<file path="src/rtl/spike_pkg.sv">
// Shared definitions for the spike stream reader: readout FSM states and
// width helpers used to size the buffer address and row id.
package spike_pkg;

    typedef enum logic [1:0] {
        IDLE,
        READ,
        DRAIN,
        DONE
    } state_t;

    function automatic int addr_width(input int max_timesteps, input int rows);
        return $clog2(max_timesteps * rows);
    endfunction

    function automatic int row_width(input int rows);
        return (rows > 1) ? $clog2(rows) : 1;
    endfunction

endpackage

</file>
<file path="src/rtl/spike_stream_reader_if.sv">
// Spike vector output stream: valid/ready handshake carrying the vector
// together with its row, timestep and end-of-readout marker.
interface spike_stream_reader_if #(
    parameter int PE_COUNT = 128,
    parameter int ROW_W    = 8,
    parameter int TS_W     = 16
);
    logic                m_valid;
    logic                m_ready;
    logic [PE_COUNT-1:0] m_data;
    logic [ROW_W-1:0]    m_row_id;
    logic [TS_W-1:0]     m_timestep;
    logic                m_last;

    modport master (
        output m_valid,
        output m_data,
        output m_row_id,
        output m_timestep,
        output m_last,
        input  m_ready
    );

    modport slave (
        input  m_valid,
        input  m_data,
        input  m_row_id,
        input  m_timestep,
        input  m_last,
        output m_ready
    );
endinterface

</file>
<file path="src/rtl/spike_stream_fifo.sv">
// Two-entry output FIFO; the head entry drives the stream directly so the
// presented beat stays stable until it is popped.
module spike_stream_fifo #(
    parameter int W = 8
) (
    input  logic         clk,
    input  logic         rst_n,
    input  logic         push,
    input  logic [W-1:0] push_data,
    input  logic         pop,
    output logic         valid,
    output logic [W-1:0] head,
    output logic [1:0]   count
);
    logic [W-1:0] mem [2];
    logic         wr_ptr_reg;
    logic         rd_ptr_reg;
    logic [1:0]   count_reg;
    logic         pop_eff;

    assign pop_eff = pop && (count_reg != 2'd0);

    always_ff @(posedge clk or negedge rst_n) begin
        if (!rst_n) begin
            for (int i = 0; i < 2; i++) begin
                mem[i] <= '0;
            end
            wr_ptr_reg <= 1'b0;
            rd_ptr_reg <= 1'b0;
            count_reg  <= 2'd0;
        end else begin
            if (push) begin
                mem[wr_ptr_reg] <= push_data;
                wr_ptr_reg      <= ~wr_ptr_reg;
            end
            if (pop_eff) begin
                rd_ptr_reg <= ~rd_ptr_reg;
            end
            case ({push, pop_eff})
                2'b10:   count_reg <= count_reg + 2'd1;
                2'b01:   count_reg <= count_reg - 2'd1;
                default: count_reg <= count_reg;
            endcase
        end
    end

    assign valid = (count_reg != 2'd0);
    assign head  = mem[rd_ptr_reg];
    assign count = count_reg;

endmodule

</file>
<file path="src/rtl/spike_stream_reader.sv">
// Reads a timestep range out of the spike buffer and streams one vector per row.
// Optional: SPIKE_STREAM_SKIP_ZERO_EN drops all-zero vectors except the final one.
module spike_stream_reader
    import spike_pkg::*;
#(
    parameter int ROWS           = 256,
    parameter int PE_COUNT       = 128,
    parameter int TIMESTEP_WIDTH = 16,
    parameter int MAX_TIMESTEPS  = 256,
    localparam int AW            = addr_width(MAX_TIMESTEPS, ROWS),
    localparam int RW            = row_width(ROWS)
) (
    input  logic                      clk,
    input  logic                      rst_n,
    input  logic                      start,
    input  logic [TIMESTEP_WIDTH-1:0] ts_first,
    input  logic [TIMESTEP_WIDTH-1:0] ts_count,
    output logic                      busy,
    output logic                      done,
    output logic                      range_err,
    output logic                      rd_en,
    output logic [AW-1:0]             rd_addr,
    input  logic [PE_COUNT-1:0]       rd_data,
    spike_stream_reader_if.master     m,
    output logic [AW:0]               beat_count
);
    localparam int FW = 1 + TIMESTEP_WIDTH + RW + PE_COUNT;

    state_t                    state;
    logic [AW-1:0]             addr_reg;
    logic [AW-1:0]             final_addr_reg;
    logic [RW-1:0]             row_reg;
    logic [TIMESTEP_WIDTH-1:0] ts_reg;
    logic                      busy_reg;
    logic                      done_reg;
    logic                      range_err_reg;
    logic [AW:0]               beat_count_reg;

    // Tag of the read issued last cycle; its data is on rd_data now.
    logic                      inflight_reg;
    logic [RW-1:0]             tag_row_reg;
    logic [TIMESTEP_WIDTH-1:0] tag_ts_reg;
    logic                      tag_last_reg;

    logic [TIMESTEP_WIDTH:0]   ts_end;
    logic [AW-1:0]             first_addr;
    logic [AW-1:0]             final_addr;
    logic                      read_go;
    logic                      last_issue;
    logic                      push;
    logic                      pop;
    logic                      fifo_valid;
    logic [1:0]                fifo_count;
    logic [FW-1:0]             fifo_in;
    logic [FW-1:0]             fifo_head;

    assign ts_end     = {1'b0, ts_first} + {1'b0, ts_count};
    assign first_addr = AW'(32'(ts_first) * 32'(ROWS));
    assign final_addr = AW'(32'(ts_end) * 32'(ROWS) - 32'd1);
    assign last_issue = (addr_reg == final_addr_reg);
    assign pop        = fifo_valid && m.m_ready;

    // Occupancy is taken after this cycle's pop so a draining sink keeps
    // the read pipeline full; this is what allows one beat per cycle.
    assign read_go = (state == READ) &&
                     (({1'b0, fifo_count} + {2'b00, inflight_reg}) < (3'd2 + {2'b00, pop}));

`ifdef SPIKE_STREAM_SKIP_ZERO_EN
    assign push = inflight_reg && ((|rd_data) || tag_last_reg);
`else
    assign push = inflight_reg;
`endif

    assign fifo_in = {tag_last_reg, tag_ts_reg, tag_row_reg, rd_data};

    always_ff @(posedge clk or negedge rst_n) begin
        if (!rst_n) begin
            state          <= IDLE;
            addr_reg       <= '0;
            final_addr_reg <= '0;
            row_reg        <= '0;
            ts_reg         <= '0;
            busy_reg       <= 1'b0;
            done_reg       <= 1'b0;
            range_err_reg  <= 1'b0;
            beat_count_reg <= '0;
            inflight_reg   <= 1'b0;
            tag_row_reg    <= '0;
            tag_ts_reg     <= '0;
            tag_last_reg   <= 1'b0;
        end else begin
            done_reg     <= 1'b0;
            inflight_reg <= read_go;
            if (read_go) begin
                tag_row_reg  <= row_reg;
                tag_ts_reg   <= ts_reg;
                tag_last_reg <= last_issue;
            end
            if (pop && (beat_count_reg != {(AW+1){1'b1}})) begin
                beat_count_reg <= beat_count_reg + 1'b1;
            end

            case (state)
                IDLE: begin
                    if (start) begin
                        if (ts_count == '0) begin
                            beat_count_reg <= '0;
                            done_reg       <= 1'b1;
                            state          <= DONE;
                        end else if (32'(ts_end) > MAX_TIMESTEPS) begin
                            range_err_reg <= 1'b1;
                            done_reg      <= 1'b1;
                            state         <= DONE;
                        end else begin
                            range_err_reg  <= 1'b0;
                            beat_count_reg <= '0;
                            addr_reg       <= first_addr;
                            final_addr_reg <= final_addr;
                            row_reg        <= '0;
                            ts_reg         <= ts_first;
                            busy_reg       <= 1'b1;
                            state          <= READ;
                        end
                    end
                end
                READ: begin
                    if (read_go) begin
                        if (last_issue) begin
                            state <= DRAIN;
                        end else begin
                            addr_reg <= addr_reg + 1'b1;
                            if (row_reg == RW'(ROWS - 1)) begin
                                row_reg <= '0;
                                ts_reg  <= ts_reg + 1'b1;
                            end else begin
                                row_reg <= row_reg + 1'b1;
                            end
                        end
                    end
                end
                DRAIN: begin
                    if ((fifo_count == 2'd0) && !inflight_reg) begin
                        busy_reg <= 1'b0;
                        done_reg <= 1'b1;
                        state    <= DONE;
                    end
                end
                DONE: begin
                    state <= IDLE;
                end
            endcase
        end
    end

    spike_stream_fifo #(
        .W(FW)
    ) u_fifo (
        .clk      (clk),
        .rst_n    (rst_n),
        .push     (push),
        .push_data(fifo_in),
        .pop      (pop),
        .valid    (fifo_valid),
        .head     (fifo_head),
        .count    (fifo_count)
    );

    assign busy         = busy_reg;
    assign done         = done_reg;
    assign range_err    = range_err_reg;
    assign rd_en        = read_go;
    assign rd_addr      = addr_reg;
    assign beat_count   = beat_count_reg;
    assign m.m_valid    = fifo_valid;
    assign m.m_data     = fifo_head[PE_COUNT-1:0];
    assign m.m_row_id   = fifo_head[PE_COUNT +: RW];
    assign m.m_timestep = fifo_head[PE_COUNT+RW +: TIMESTEP_WIDTH];
    assign m.m_last     = fifo_head[FW-1];

endmodule

</file>
<file path="src/flat_wrapper.sv">
// flat-port wrapper written by rule: the top's interface ports become plain ports
module spike_stream_reader_flat import spike_pkg::*;
#(
    parameter int ROWS           = 256,
    parameter int PE_COUNT       = 128,
    parameter int TIMESTEP_WIDTH = 16,
    parameter int MAX_TIMESTEPS  = 256,
    localparam int AW            = addr_width(MAX_TIMESTEPS, ROWS),
    localparam int RW            = row_width(ROWS)
)
  (clk, rst_n, start, ts_first, ts_count, busy, done, range_err, rd_en, rd_addr, rd_data, beat_count, m_m_valid, m_m_data, m_m_row_id, m_m_timestep, m_m_last, m_m_ready);
  spike_stream_reader_if #(.PE_COUNT(PE_COUNT)) m_i ();
  input  logic clk;
  input  logic rst_n;
  input  logic start;
  input  logic [TIMESTEP_WIDTH-1:0] ts_first;
  input  logic [TIMESTEP_WIDTH-1:0] ts_count;
  output logic busy;
  output logic done;
  output logic range_err;
  output logic rd_en;
  output logic [AW-1:0] rd_addr;
  input  logic [PE_COUNT-1:0] rd_data;
  output logic [AW:0] beat_count;
  output wire logic [$bits(m_i.m_valid)-1:0] m_m_valid;
  output wire logic [$bits(m_i.m_data)-1:0] m_m_data;
  output wire logic [$bits(m_i.m_row_id)-1:0] m_m_row_id;
  output wire logic [$bits(m_i.m_timestep)-1:0] m_m_timestep;
  output wire logic [$bits(m_i.m_last)-1:0] m_m_last;
  input wire logic [$bits(m_i.m_ready)-1:0] m_m_ready;
  assign m_m_valid = m_i.m_valid;
  assign m_m_data = m_i.m_data;
  assign m_m_row_id = m_i.m_row_id;
  assign m_m_timestep = m_i.m_timestep;
  assign m_m_last = m_i.m_last;
  assign m_i.m_ready = m_m_ready;
  spike_stream_reader #(.ROWS(ROWS), .PE_COUNT(PE_COUNT), .TIMESTEP_WIDTH(TIMESTEP_WIDTH), .MAX_TIMESTEPS(MAX_TIMESTEPS)) u_core (.clk(clk), .rst_n(rst_n), .start(start), .ts_first(ts_first), .ts_count(ts_count), .busy(busy), .done(done), .range_err(range_err), .rd_en(rd_en), .rd_addr(rd_addr), .rd_data(rd_data), .m(m_i), .beat_count(beat_count));
endmodule
</file>
<file path="config.mk">
export PLATFORM = sky130hd
export DESIGN_NAME = spike_stream_reader_flat
export DESIGN_NICKNAME = d
export VERILOG_FILES = /design/src/rtl/spike_pkg.sv /design/src/rtl/spike_stream_reader_if.sv /design/src/rtl/spike_stream_fifo.sv /design/src/rtl/spike_stream_reader.sv /design/src/flat_wrapper.sv
export SDC_FILE = /design/constraint.sdc
export NUM_CORES = 1
export LEC_CHECK = 0
export CELL_PAD_IN_SITES_DETAIL_PLACEMENT = 0
export CELL_PAD_IN_SITES_GLOBAL_PLACEMENT = 1
export CORE_AREA = 2 2 218 220
export DETAILED_ROUTE_END_ITERATION = 10
export DIE_AREA = 0 0 220 222
export PLACE_DENSITY = 0.78
export SLEW_MARGIN = 20
export SYNTH_ARGS = -nofsm -noshare
export SYNTH_HDL_FRONTEND = slang
export SYNTH_SLANG_ARGS = --single-unit
</file>
<file path="constraint.sdc">
create_clock -name clk -period 3.1 [get_ports clk]
set_input_delay 0.465 -clock clk [delete_from_list [all_inputs] [get_ports clk]]
set_output_delay 0.465 -clock clk [all_outputs]
set_load 0.01 [all_outputs]
</file>
==> metrics.log, run 1 <==
[metrics] status: complete, no violations
[metrics] number of buffers added by the clock tree synthesis step: 45
[metrics] required arrival time at the worst endpoint: 3600 ps
[metrics] total number of vias: 14000
[metrics] M3 GR Usage: 4.14%
[metrics] Post-synth ARST share: 100%
[metrics] startpoint class of the critical path: input pin
[metrics] number of buffers on the longest clock path: 3
[metrics] clock-pin slew on the worst setup and hold paths: 60 ps
[metrics] slack of the worst reg-to-reg path: 190 ps
[metrics] via count of the first global-routing pass: 14500
[metrics] leakage power: 11.2 nW
[metrics] vias per std cell: 5.28
[metrics] f_max: 334 MHz
[metrics] number of antenna violations at the first check in global routing: 1
[metrics] DPL Wire Length: 36500 µm
[metrics] global route hottest layer: met2
[metrics] Seq. cell area: 0.0102 mm²
[metrics] kind of capture point of the worst setup path: flip-flop
[metrics] initial DRC count: 703
[metrics] crit path time final: 2990 ps
[metrics] met2 usage: 35.2%
[metrics] Placed Area: 0.0244 mm²
[metrics] post-route standard cell area excluding fillers: 0.0263 mm²
[metrics] all-layer global routing usage: 21.0%
[metrics] total clock sinks: 407
[metrics] Final Setup Violations: 0
[metrics] worst setup path category: in2reg
[metrics] root cell of the clock tree: clkbuf_16
[metrics] Wirelength per Cell: 19.6 µm
[metrics] WP data arrival: 3490 ps
[metrics] number of H-tree levels: 2
[metrics] slew margin rel.: 52.6%
[metrics] number of nets in the finished design: 2194
[metrics] Clock Latency Late Sink: 560 ps
[metrics] die area: 0.0488 mm²
[metrics] I/O pin count: 355
[metrics] pre-CTS WS: -854 ps
[metrics] number of buffer cells added on primary ports: 354
[metrics] final core occ: 56.9%
[metrics] MaxCap Viol Count: 0
[metrics] main flop type after synthesis: dfrtp_1
[metrics] power density relative to cell area: 1080 mW/mm²
[metrics] core area: 0.0463 mm²
[metrics] global-route track usage on met1: 27.5%
[metrics] IR drop worst, VDD: 0.665 mV
[metrics] filler cell count: 3893
[metrics] wirelength, routed: 51900 µm
[metrics] Antenna Nets Post-Route: 0
[metrics] largest fanout on the critical path: 4
[metrics] part of the Yosys area used for sequential elements: 52.7%
[metrics] leftover overflow at the end of global routing: 0
[metrics] clock tree from TritonCTS: done
[metrics] row count: 79
[metrics] final hold slack: 288 ps
[metrics] fraction of final layout cells sized beyond drive strength 1: 35.2%
[metrics] pin count of the biggest net entering global routing: 81
[metrics] transition time at the pin with the least slew margin: 711 ps
[metrics] Yosys reg bits: 407
[metrics] initial core utilization: 41.8%
[metrics] max reg flops: 306
[metrics] per-instance average area after synthesis: 12.4 µm²
[metrics] post-synth cell types: 64
[metrics] Cell Area, Synth: 0.0193 mm²
[metrics] final hold violation count: 0
[metrics] number of flops mapped to enable cells by yosys: 0
[metrics] total number of yosys warnings: 0
[metrics] area of the multi-input gates: 0.00899 mm²
[metrics] Tcrit/Tclk final: 96.5%
[metrics] path class of the lowest-slack min-delay path: in2reg
[metrics] count of unresolved DRC violations after routing: 0
[metrics] final weighted congestion in routability-driven placement: 0.840
[metrics] post-route worst setup slack: 109 ps
[metrics] post-synthesis cell count: 1561
[metrics] wire length of the first global-routing pass: 81200 µm
[metrics] Area Growth Syn to Fin: 36.2%
[metrics] Chip Width: 220 µm
[metrics] number of pins with negative max-slew slack in the final report: 0
[metrics] number of search-and-repair iterations in the first detailed-routing pass: 4
[metrics] largest clock skew in the final design: 14.5 ps
[metrics] height of the die: 222 µm
[metrics] net count of the mapped netlist: 1754
repair_timing:
item,4_1_cts,5_1_grt
resized for setup,49,17
buffers inserted,6,1
cloned,1,1
pin swaps,9,10
hold buffers,1,0
setup endpoints to repair,69,44
endpoints found under the hold margin,70,0
layout by cell type (no fill, tap or decap), types with 7 or more instances in the layout:
cell	count
o211ai_1	12
xnor2_1	19
clkbuf_8	8
o21ai_0	26
clkdlybuf4s50_1	324
buf_4	109
nor2_1	46
nand4b_1	7
xor2_1	24
buf_12	15
o22ai_1	13
nor3_1	21
inv_1	20
clkbuf_16	48
a21o_1	9
o21ai_1	13
and3_1	20
ha_1	14
a21oi_1	35
nand2_1	144
dfrtp_1	405
clkbuf_1	13
nand4_1	19
mux2_2	461
nand3_1	32
dlygate4sd2_1	23
ha_4	12
stage by stage:
stage	cells	TNS, ps	power [W]
floorplan	1561	0	0.0166
global placement	2551	-45140	0.0223
detailed placement	2551	-50880	0.0227
CTS	2640	0	0.0286
global route	2643	-5.92	0.0300
finish	2644	0	0.0283
layer usage:
layer,vias to the layer above,routed length [µm]
li1,6500,-
met1,7033,22500
met2,353,25200
met3,79,2840
met4,0,1380
met5,-,0
power by group:
group | switching (W) | leakage, nW | internal (W) | total [W]
clock | 0.00212 | 0.757 | 0.00347 | 0.00558
combinational | 0.00556 | 5.59 | 0.00776 | 0.0133
sequential | 0.00157 | 4.87 | 0.00785 | 0.00943
total | 0.00925 | 11.2 | 0.0191 | 0.0283
Yosys cell counts, drive strengths merged, types with 4 or more instances:
| cell type | count | area, µm² |
|---|---|---|
| a211oi | 6 | 45.0 |
| a21o | 9 | 67.6 |
| a21oi | 44 | 239 |
| a31o | 4 | 35.0 |
| a31oi | 7 | 43.8 |
| and2 | 6 | 40.0 |
| and3 | 21 | 131 |
| buf | 15 | 83.8 |
| clkbuf | 75 | 282 |
| dfrtp | 407 | 10200 |
| ha | 28 | 350 |
| inv | 21 | 78.8 |
| mux2 | 461 | 5190 |
| nand2 | 147 | 554 |
| nand2b | 6 | 37.5 |
| nand3 | 32 | 160 |
| nand4 | 19 | 119 |
| nand4b | 7 | 61.3 |
| nor2 | 47 | 176 |
| nor2b | 5 | 31.3 |
| nor3 | 22 | 110 |
| nor4 | 7 | 43.8 |
| o211ai | 12 | 90.1 |
| o21ai | 42 | 214 |
| o22ai | 13 | 81.3 |
| or2 | 4 | 25.0 |
| or3 | 4 | 25.0 |
| or4 | 5 | 37.5 |
| xnor2 | 19 | 166 |
| xor2 | 24 | 210 |
logic make-up (layout without fill, tap and decap cells):
kind of cell	count (synthesis)	in the layout	share of synthesized area (%)
mux	464	464	27.0
flops	407	407	52.7
simple gates	340	340	8.48
compound gates	167	167	5.61
buf+inv	111	585	2.30
xor+xnor	43	43	1.95
fa+ha+maj	29	29	1.92
other cells	0	2	0
final cells by class:
| cell class | instances | share of cell area [%] |
|---|---|---|
| flip-flops and latches | 407 | 38.7 |
| multi-input cells | 1043 | 34.2 |
| well taps | 607 | 2.89 |
| repair buffers | 483 | 18.0 |
| clock inverters | 13 | 0.851 |
| clock buffers | 68 | 5.07 |
| inverters | 21 | 0.300 |
| diodes | 2 | 0.0190 |
final timing paths:
path                                        start                       end  cells past startpoint
min in group asynchronous                   rst_n     u_core.u_fifo.mem[85]                      2
setup / recovery                      ts_first[0]         u_core.rd_addr[6]                     16
hold reg to reg            u_core.u_fifo.mem[142]    u_core.u_fifo.mem[142]                      1
hold / removal                        ts_count[0]  u_core.final_addr_reg[8]                      3
max in group asynchronous                   rst_n  u_core.final_addr_reg[8]                      3
setup reg to reg                u_core.rd_addr[2]          u_core.ts_reg[2]                     11
critical path: stages:
cell and delay [ps]:
clkdlybuf4s15_2 220, ha_4 140, inv_2 30, fa_2 360
nor2b_4 180, o31ai_4 90, buf_4 150, a21oi_4 140
o31a_1 150, o2111ai_1 140, a211o_1 320, nor4b_4 260
buf_4 190, o21ai_4 80, or4_1 470, nand3_1 80
No activity file was read; power rests on OpenSTA's default activity.
==> run 2, diff against run 1 <==
- CORE_AREA: 2 2 218 220 -> 2 2 257 259
- CTS_CLUSTER_DIAMETER: not set -> 30
- DIE_AREA: 0 0 220 222 -> 0 0 259 261
- PLACE_DENSITY: 0.78 -> 0.59
==> run 2 against run 1 <==
Compared with the run above: routed wire length up 8.8%; maximum frequency down 0.67%; combinational power about the same.
==> metrics.log, run 2 (synthesis results as in run 1) <==
[metrics] status: complete, no violations
[metrics] f_max: 332 MHz (-0.67%)
[metrics] transition time at the pin with the least slew margin: 796 ps (+85.2 ps)
[metrics] internal power consumption: 0.0233 W (+22%)
[metrics] initial core utilization: 29.7% (-12 points)
[metrics] number of H-tree levels: 3 (+1)
[metrics] leading cell types in the layout, fill and taps excluded: mux2_2 (461), dfrtp_1 (406), clkdlybuf4s50_1 (324)
[metrics] final core occ: 44.3% (-13 points)
[metrics] number of pins with negative max-slew slack in the final report: 0 (unchanged)
[metrics] leftover overflow at the end of global routing: 0 (unchanged)
[metrics] number of buffer cells added on primary ports: 354 (unchanged)
[metrics] core area: 0.0650 mm² (+41%)
[metrics] worst reg-to-reg path cell count: 10 (-1)
[metrics] cell total after placement: 2816 (+10%)
[metrics] switching fraction of total power: 30.8% (-1.8 points)
[metrics] largest clock skew in the final design: 32.7 ps (+18.3 ps)
[metrics] required arrival time at the worst endpoint: 3610 ps (about the same)
[metrics] crit path time final: 3010 ps (+20.2 ps)
[metrics] slew margin rel.: 46.8% (-5.8 points)
[metrics] initial DRC count: 569 (-19%)
[metrics] number of buffers on the longest clock path: 3 (unchanged)
[metrics] WP data arrival: 3520 ps (+30 ps)
[metrics] vias per std cell: 4.73 (-10%)
[metrics] pre-CTS WS: -935 ps (-80.4 ps)
[metrics] row count: 94 (+19%)
[metrics] number of buffers added by the clock tree synthesis step: 103 (+130%)
[metrics] kind of capture point of the worst setup path: flip-flop
[metrics] Final Instance Count excl. Fillers: 3012 (+14%)
[metrics] final hold slack: 243 ps (-45.0 ps)
[metrics] path class of the lowest-slack min-delay path: in2reg
[metrics] Wirelength per Cell: 18.7 µm (-4.5%)
[metrics] Area Growth Syn to Fin: 49.1%
[metrics] area of the multi-input gates: 0.00901 mm² (+0.13%)
[metrics] startpoint class of the critical path: input pin
[metrics] number of antenna violations at the first check in global routing: 2 (+1)
[metrics] wire length of the first global-routing pass: 86700 µm (+6.9%)
[metrics] wirelength, routed: 56400 µm (+8.8%)
[metrics] count of unresolved DRC violations after routing: 0 (unchanged)
[metrics] Antenna Nets Post-Route: 0 (unchanged)
[metrics] final hold violation count: 0 (unchanged)
[metrics] part of the total power dissipated in sequential elements: 28.0% (-5.3 points)
[metrics] MaxCap Viol Count: 0 (unchanged)
[metrics] Chip Width: 259 µm (+18%)
[metrics] filler cell count: 5916 (+52%)
[metrics] worst setup path category: in2reg
[metrics] total number of vias: 14200 (+2.0%)
[metrics] IR drop worst, VDD: 0.577 mV (-13%)
[metrics] unrepaired setup endpoints after global routing: yes
[metrics] height of the die: 261 µm (+18%)
[metrics] Overall Power: 0.0336 W (+19%)
[metrics] worst reg2reg path startpoint: u_core.rd_addr[2]
[metrics] number of nets in the finished design: 2263 (+3.1%)
[metrics] via count of the first global-routing pass: 15200 (+4.4%)
[metrics] most frequent standard cell in the layout excluding fill and tap cells: mux2_2
[metrics] number of search-and-repair iterations in the first detailed-routing pass: 4 (unchanged)
[metrics] total clock sinks: 407 (unchanged)
[metrics] die area: 0.0676 mm² (+38%)
[metrics] start point of the critical path: ts_first[14]
[metrics] I/O pin count: 355 (unchanged)
[metrics] Worst Hold Depth: 3 (unchanged)
[metrics] final weighted congestion in routability-driven placement: 0.808 (-3.8%)
[metrics] DPL Wire Length: 38600 µm (+5.8%)
[metrics] Seq. cell area: 0.0102 mm² (about the same)
[metrics] Tcrit/Tclk final: 97.1% (+0.65 points)
[metrics] startpoint of the worst hold path: ts_first[0]
[metrics] Final Setup Violations: 0 (unchanged)
[metrics] max reg flops: 306 (unchanged)
[metrics] clock tree from TritonCTS: done
[metrics] largest fanout on the critical path: 3 (-1)
[metrics] clock-pin slew on the worst setup and hold paths: 40 ps (-20 ps)
[metrics] all-layer global routing usage: 16.3% (-4.7 points)
[metrics] post-route worst setup slack: 89.0 ps (-20.2 ps)
[metrics] P_sw: 0.0104 W (+12%)
[metrics] combinational group share of total power: 40.1% (-6.9 points)
[metrics] pin count of the biggest net entering global routing: 86 (+6.2%)
[metrics] root cell of the clock tree: clkbuf_16
[metrics] fraction of final layout cells sized beyond drive strength 1: 38.6% (+3.4 points)
[metrics] part of the power in the clock network: 32.0% (+12 points)
[metrics] Clock Latency Late Sink: 630 ps (+70 ps)
[metrics] power density relative to cell area: 1170 mW/mm² (+8.4%)
[metrics] leakage power: 12.4 nW (+10%)
==> run 2: layer usage <==
metal | share of wire, % | vias to the layer above | global-route usage, %
met2 | 49 | 343 | 27.5
met5 | 0 | - | 0
met3 | 5.0 | 104 | 3.67
met4 | 2.9 | 0 | 6.81
li1 | - | 6657 | -
met1 | 43 | 7142 | 20.2
==> run 2: critical path: stages <==
cell	delay (ps)
clkdlybuf4s50_1	470
ha_1	360
and3_4	170
a221o_1	360
a31oi_1	160
o2111ai_1	160
a211o_1	310
buf_4	150
or4_1	470
nor2_1	130
a21oi_1	70
mux2_2	250
==> run 2: power groups by stage <==
stage	combinational, W	clock (W)	sequential (W)
finish	0.0135	0.0107	0.00940
global route	0.0145	0.0113	0.00974
CTS	0.0137	0.0110	0.00941
floorplan	0.00762	0	0.00896
global placement	0.0133	0	0.00932
detailed placement	0.0134	0	0.00950
==> run 2: final cells by class <==
class | instances | area share [%]
inverters | 21 | 0.274
clock buffers | 135 | 10.0
repair buffers | 494 | 17.0
well taps | 864 | 3.75
multi-input cells | 1043 | 31.3
flip-flops and latches | 407 | 35.4
clock inverters | 46 | 2.28
diodes | 2 | 0.0174
==> run 2: path summary, 6_finish.rpt <==
kind,endpoint,slack [ps]
min in group asynchronous,u_core.u_fifo.mem[211],410
max in group asynchronous,u_core.u_fifo.mem[144],1780
worst min-delay path,u_core.final_addr_reg[8],240
worst max register to register,u_core.ts_reg[2],290
worst min register to register,u_core.u_fifo.count[1],490
worst max-delay path,u_core.state[1],90
==> run 2: timing repair <==
action                     4_1_cts  5_1_grt
pin swaps                        9       10
setup buffers                    7        3
gates cloned                     2        0
hold endpoints to repair        52        0
resized for setup               33       33
setup endpoints to repair       69       66
hold buffers                     1        0
==> run 2: metrics by stage <==
stage                     TNS [ps]  instance area, µm²
final                            0               28800
after global routing         -84.9               28800
after CTS                        0               28700
after detailed placement    -53540               24900
after global placement      -47830               24900
after floorplan                  0               19400
==> run 3, diff against run 2 <==
- clock period: 3.1 -> 3.02 ns (I/O delays scaled with it)
==> run 3 against run 2 <==
Compared with the run above: non-clock buffer count is 7 higher; combinational power increased by 4%; critical path depth rose by 3; power up 7.0%; via count rose by 1.0%; worst setup slack gained 2.6 ps; critical path type unchanged; critical endpoint is now u_core.ts_reg[12].
==> metrics.log, run 3 (synthesis results as in run 1) <==
[metrics] slack of the worst reg-to-reg path: 200 ps (-90 ps)
[metrics] path class of the lowest-slack min-delay path: in2reg
[metrics] pin count of the biggest net entering global routing: 81 (-5.8%)
[metrics] height of the die: 261 µm (unchanged)
[metrics] f_max: 341 MHz
[metrics] vias per std cell: 4.72 (-0.27%)
[metrics] largest fanout on the critical path: 6 (+3)
[metrics] power density relative to cell area: 1220 mW/mm² (+4.8%)
[metrics] post-route worst setup slack: 91.6 ps (+2.64 ps)
[metrics] largest clock skew in the final design: 25.5 ps (-7.24 ps)
[metrics] fraction of final layout cells sized beyond drive strength 1: 40.5% (+1.9 points)
[metrics] WP data arrival: 3420 ps (-100 ps)
[metrics] final weighted congestion in routability-driven placement: 0.810 (+0.16%)
[metrics] initial DRC count: 566 (-0.53%)
[metrics] number of H-tree levels: 3 (unchanged)
[metrics] Final Setup Violations: 0 (unchanged)
[metrics] total number of vias: 14400 (+1.0%)
[metrics] die area: 0.0676 mm² (unchanged)
[metrics] core area: 0.0650 mm² (unchanged)
[metrics] P_sw: 0.0110 W (+6.7%)
[metrics] Antenna Nets Post-Route: 0 (unchanged)
[metrics] reg-to-reg endpoint: u_core.ts_reg[3]
[metrics] internal power consumption: 0.0249 W (+7.2%)
[metrics] number of buffers added by the clock tree synthesis step: 115 (+12%)
[metrics] Clock Latency Late Sink: 640 ps (about the same)
[metrics] Placed Area: 0.0249 mm² (+0.34%)
[metrics] row count: 94 (unchanged)
[metrics] combinational group share of total power: 39.0% (-1.1 points)
[metrics] final total negative setup slack: 0 ps (unchanged)
[metrics] IR drop worst, VDD: 0.537 mV (-7.1%)
[metrics] part of the power in the clock network: 34.2% (+2.2 points)
[metrics] total clock sinks: 407 (unchanged)
[metrics] Min-Delay Endpoint: u_core.final_addr_reg[8]
[metrics] crit path time final: 2930 ps
[metrics] worst setup path category: in2reg
[metrics] worst reg-to-reg path cell count: 12 (+2)
[metrics] most frequent standard cell in the layout excluding fill and tap cells: mux2_2
[metrics] I/O pin count: 355 (unchanged)
[metrics] leading cell types in the layout, fill and taps excluded: mux2_2 (461), dfrtp_1 (406), clkdlybuf4s50_1 (320)
[metrics] Chip Width: 259 µm (unchanged)
[metrics] Wirelength per Cell: 18.9 µm (+0.77%)
[metrics] clock tree from TritonCTS: done
[metrics] transition time at the pin with the least slew margin: 680 ps (-116 ps)
[metrics] number of search-and-repair iterations in the first detailed-routing pass: 5 (+1)
[metrics] root cell of the clock tree: clkbuf_16
[metrics] status: complete, no violations
[metrics] via count of the first global-routing pass: 15400 (+1.4%)
[metrics] pre-CTS WS: -974 ps (-39.2 ps)
[metrics] max reg flops: 306 (unchanged)
[metrics] slew margin rel.: 54.7% (+7.9 points)
[metrics] initial core utilization: 29.7% (unchanged)
[metrics] leakage power: 12.6 nW (+1.6%)
[metrics] kind of capture point of the worst setup path: flip-flop
[metrics] required arrival time at the worst endpoint: 3510 ps (-100 ps)
[metrics] worst reg2reg path startpoint: u_core.rd_addr[2]
[metrics] number of buffers on the longest clock path: 3 (unchanged)
[metrics] number of pins with negative max-slew slack in the final report: 0 (unchanged)
[metrics] all-layer global routing usage: 16.7% (+0.37 points)
[metrics] final hold violation count: 0 (unchanged)
[metrics] startpoint of the worst hold path: ts_first[0]
[metrics] count of unresolved DRC violations after routing: 0 (unchanged)
[metrics] wire length of the first global-routing pass: 89000 µm (+2.6%)
[metrics] clock-pin slew on the worst setup and hold paths: 40 ps (about the same)
[metrics] unrepaired setup endpoints after global routing: yes
[metrics] part of the total power dissipated in sequential elements: 26.8% (-1.2 points)
[metrics] Worst Hold Depth: 3 (unchanged)
[metrics] number of buffer cells added on primary ports: 354 (unchanged)
[metrics] Tcrit/Tclk final: 97.0%
[metrics] MaxCap Viol Count: 0 (unchanged)
[metrics] Area Growth Syn to Fin: 52.2%
[metrics] number of antenna violations at the first check in global routing: 1 (-1)
[metrics] DPL Wire Length: 39700 µm (+2.9%)
[metrics] number of nets in the finished design: 2282 (+0.84%)
[metrics] startpoint class of the critical path: input pin
[metrics] leftover overflow at the end of global routing: 0 (unchanged)
[metrics] wirelength, routed: 57600 µm (+2.1%)
[metrics] switching fraction of total power: 30.7% (-0.11 points)
[metrics] post-route standard cell area excluding fillers: 0.0294 mm² (+2.1%)
==> run 3: cell count changes in the layout (fill, tap and decap cells not counted), sizes merged <==
cell / change
inv: +1
clkinvlp: +6
buf: +11
bufbuf: -2
dlymetal6s2s: -10
bufinv: +2
clkdlybuf4s50: -4
clkinv: +2
dlygate4sd2: +10
diode: -1
clkbuf: +24
==> run 3: final cells by class <==
cell class              count  area [µm²]
flip-flops and latches    407       10200
inverters                  21        78.8
repair buffers            501        4910
clock inverters            57         768
multi-input cells        1043        9110
well taps                 864        1080
clock buffers             157        3270
fillers                  5908       35600
diodes                      1        2.50
==> run 3: metal layers <==
metal / share of wire, % / GRT usage [%] / wire length, µm
met1: 43 / 20.4 / 24500
met2: 50 / 29.2 / 29000
met3: 5.2 / 3.70 / 3030
met4: 1.9 / 5.41 / 1110
met5: 0 / 0 / 0
==> run 3: through the flow <==
stage	hold slack [ps]	std cells	power, W	util (%)
6_report	163	3051	0.0360	45.2
5_1_grt	162	3051	0.0380	45.2
3_5_place_dp	487	2822	0.0236	38.4
4_1_cts	318	3046	0.0365	45.0
3_3_place_gp	480	2822	0.0233	38.4
2_1_floorplan	157	1561	0.0171	-
==> run 3: critical path, cell delays in order <==
cell and delay [ps]:
dlygate4sd2_1 300, ha_2 350, and3_1 190, and3_1 200, a21o_1 180, o211ai_1 190, o2111ai_1 160, a211o_1 330
buf_6 140, nor3b_4 190, buf_4 140, nand4_1 140, buf_6 210, o22ai_4 170, nor3_2 60
==> run 3: worst max-delay path by stage <==
stage / startpoint / end / slack [ps] / cells past startpoint
2_1_floorplan: ts_first[0] / u_core.rd_addr[6] / -60 / 13
3_3_place_gp: ts_first[1] / u_core.row_reg[7] / -860 / 14
3_5_place_dp: ts_first[1] / u_core.row_reg[7] / -970 / 14
4_1_cts: ts_first[0] / u_core.ts_reg[3] / 30 / 17
5_1_grt: ts_first[12] / u_core.ts_reg[12] / -20 / 15
6_report: ts_first[5] / u_core.ts_reg[12] / 90 / 15
==> run 3: power groups by stage <==
| stage | clock network (W) | logic [W] | registers (W) |
|---|---|---|---|
| 6_report | 0.0123 | 0.0140 | 0.00963 |
| 5_1_grt | 0.0129 | 0.0151 | 0.00999 |
| 4_1_cts | 0.0126 | 0.0143 | 0.00962 |
| 3_5_place_dp | 0 | 0.0139 | 0.00977 |
| 3_3_place_gp | 0 | 0.0137 | 0.00960 |
| 2_1_floorplan | 0 | 0.00786 | 0.00920 |
==> run 3: what timing repair did <==
item                                   4_1_cts  5_1_grt
setup buffers                                7        4
pin swaps                                   12       19
resized for setup                           51       54
hold buffers                                 1        0
setup endpoints to repair                  200       66
gates cloned                                 2        0
endpoints found under the hold margin       71        0
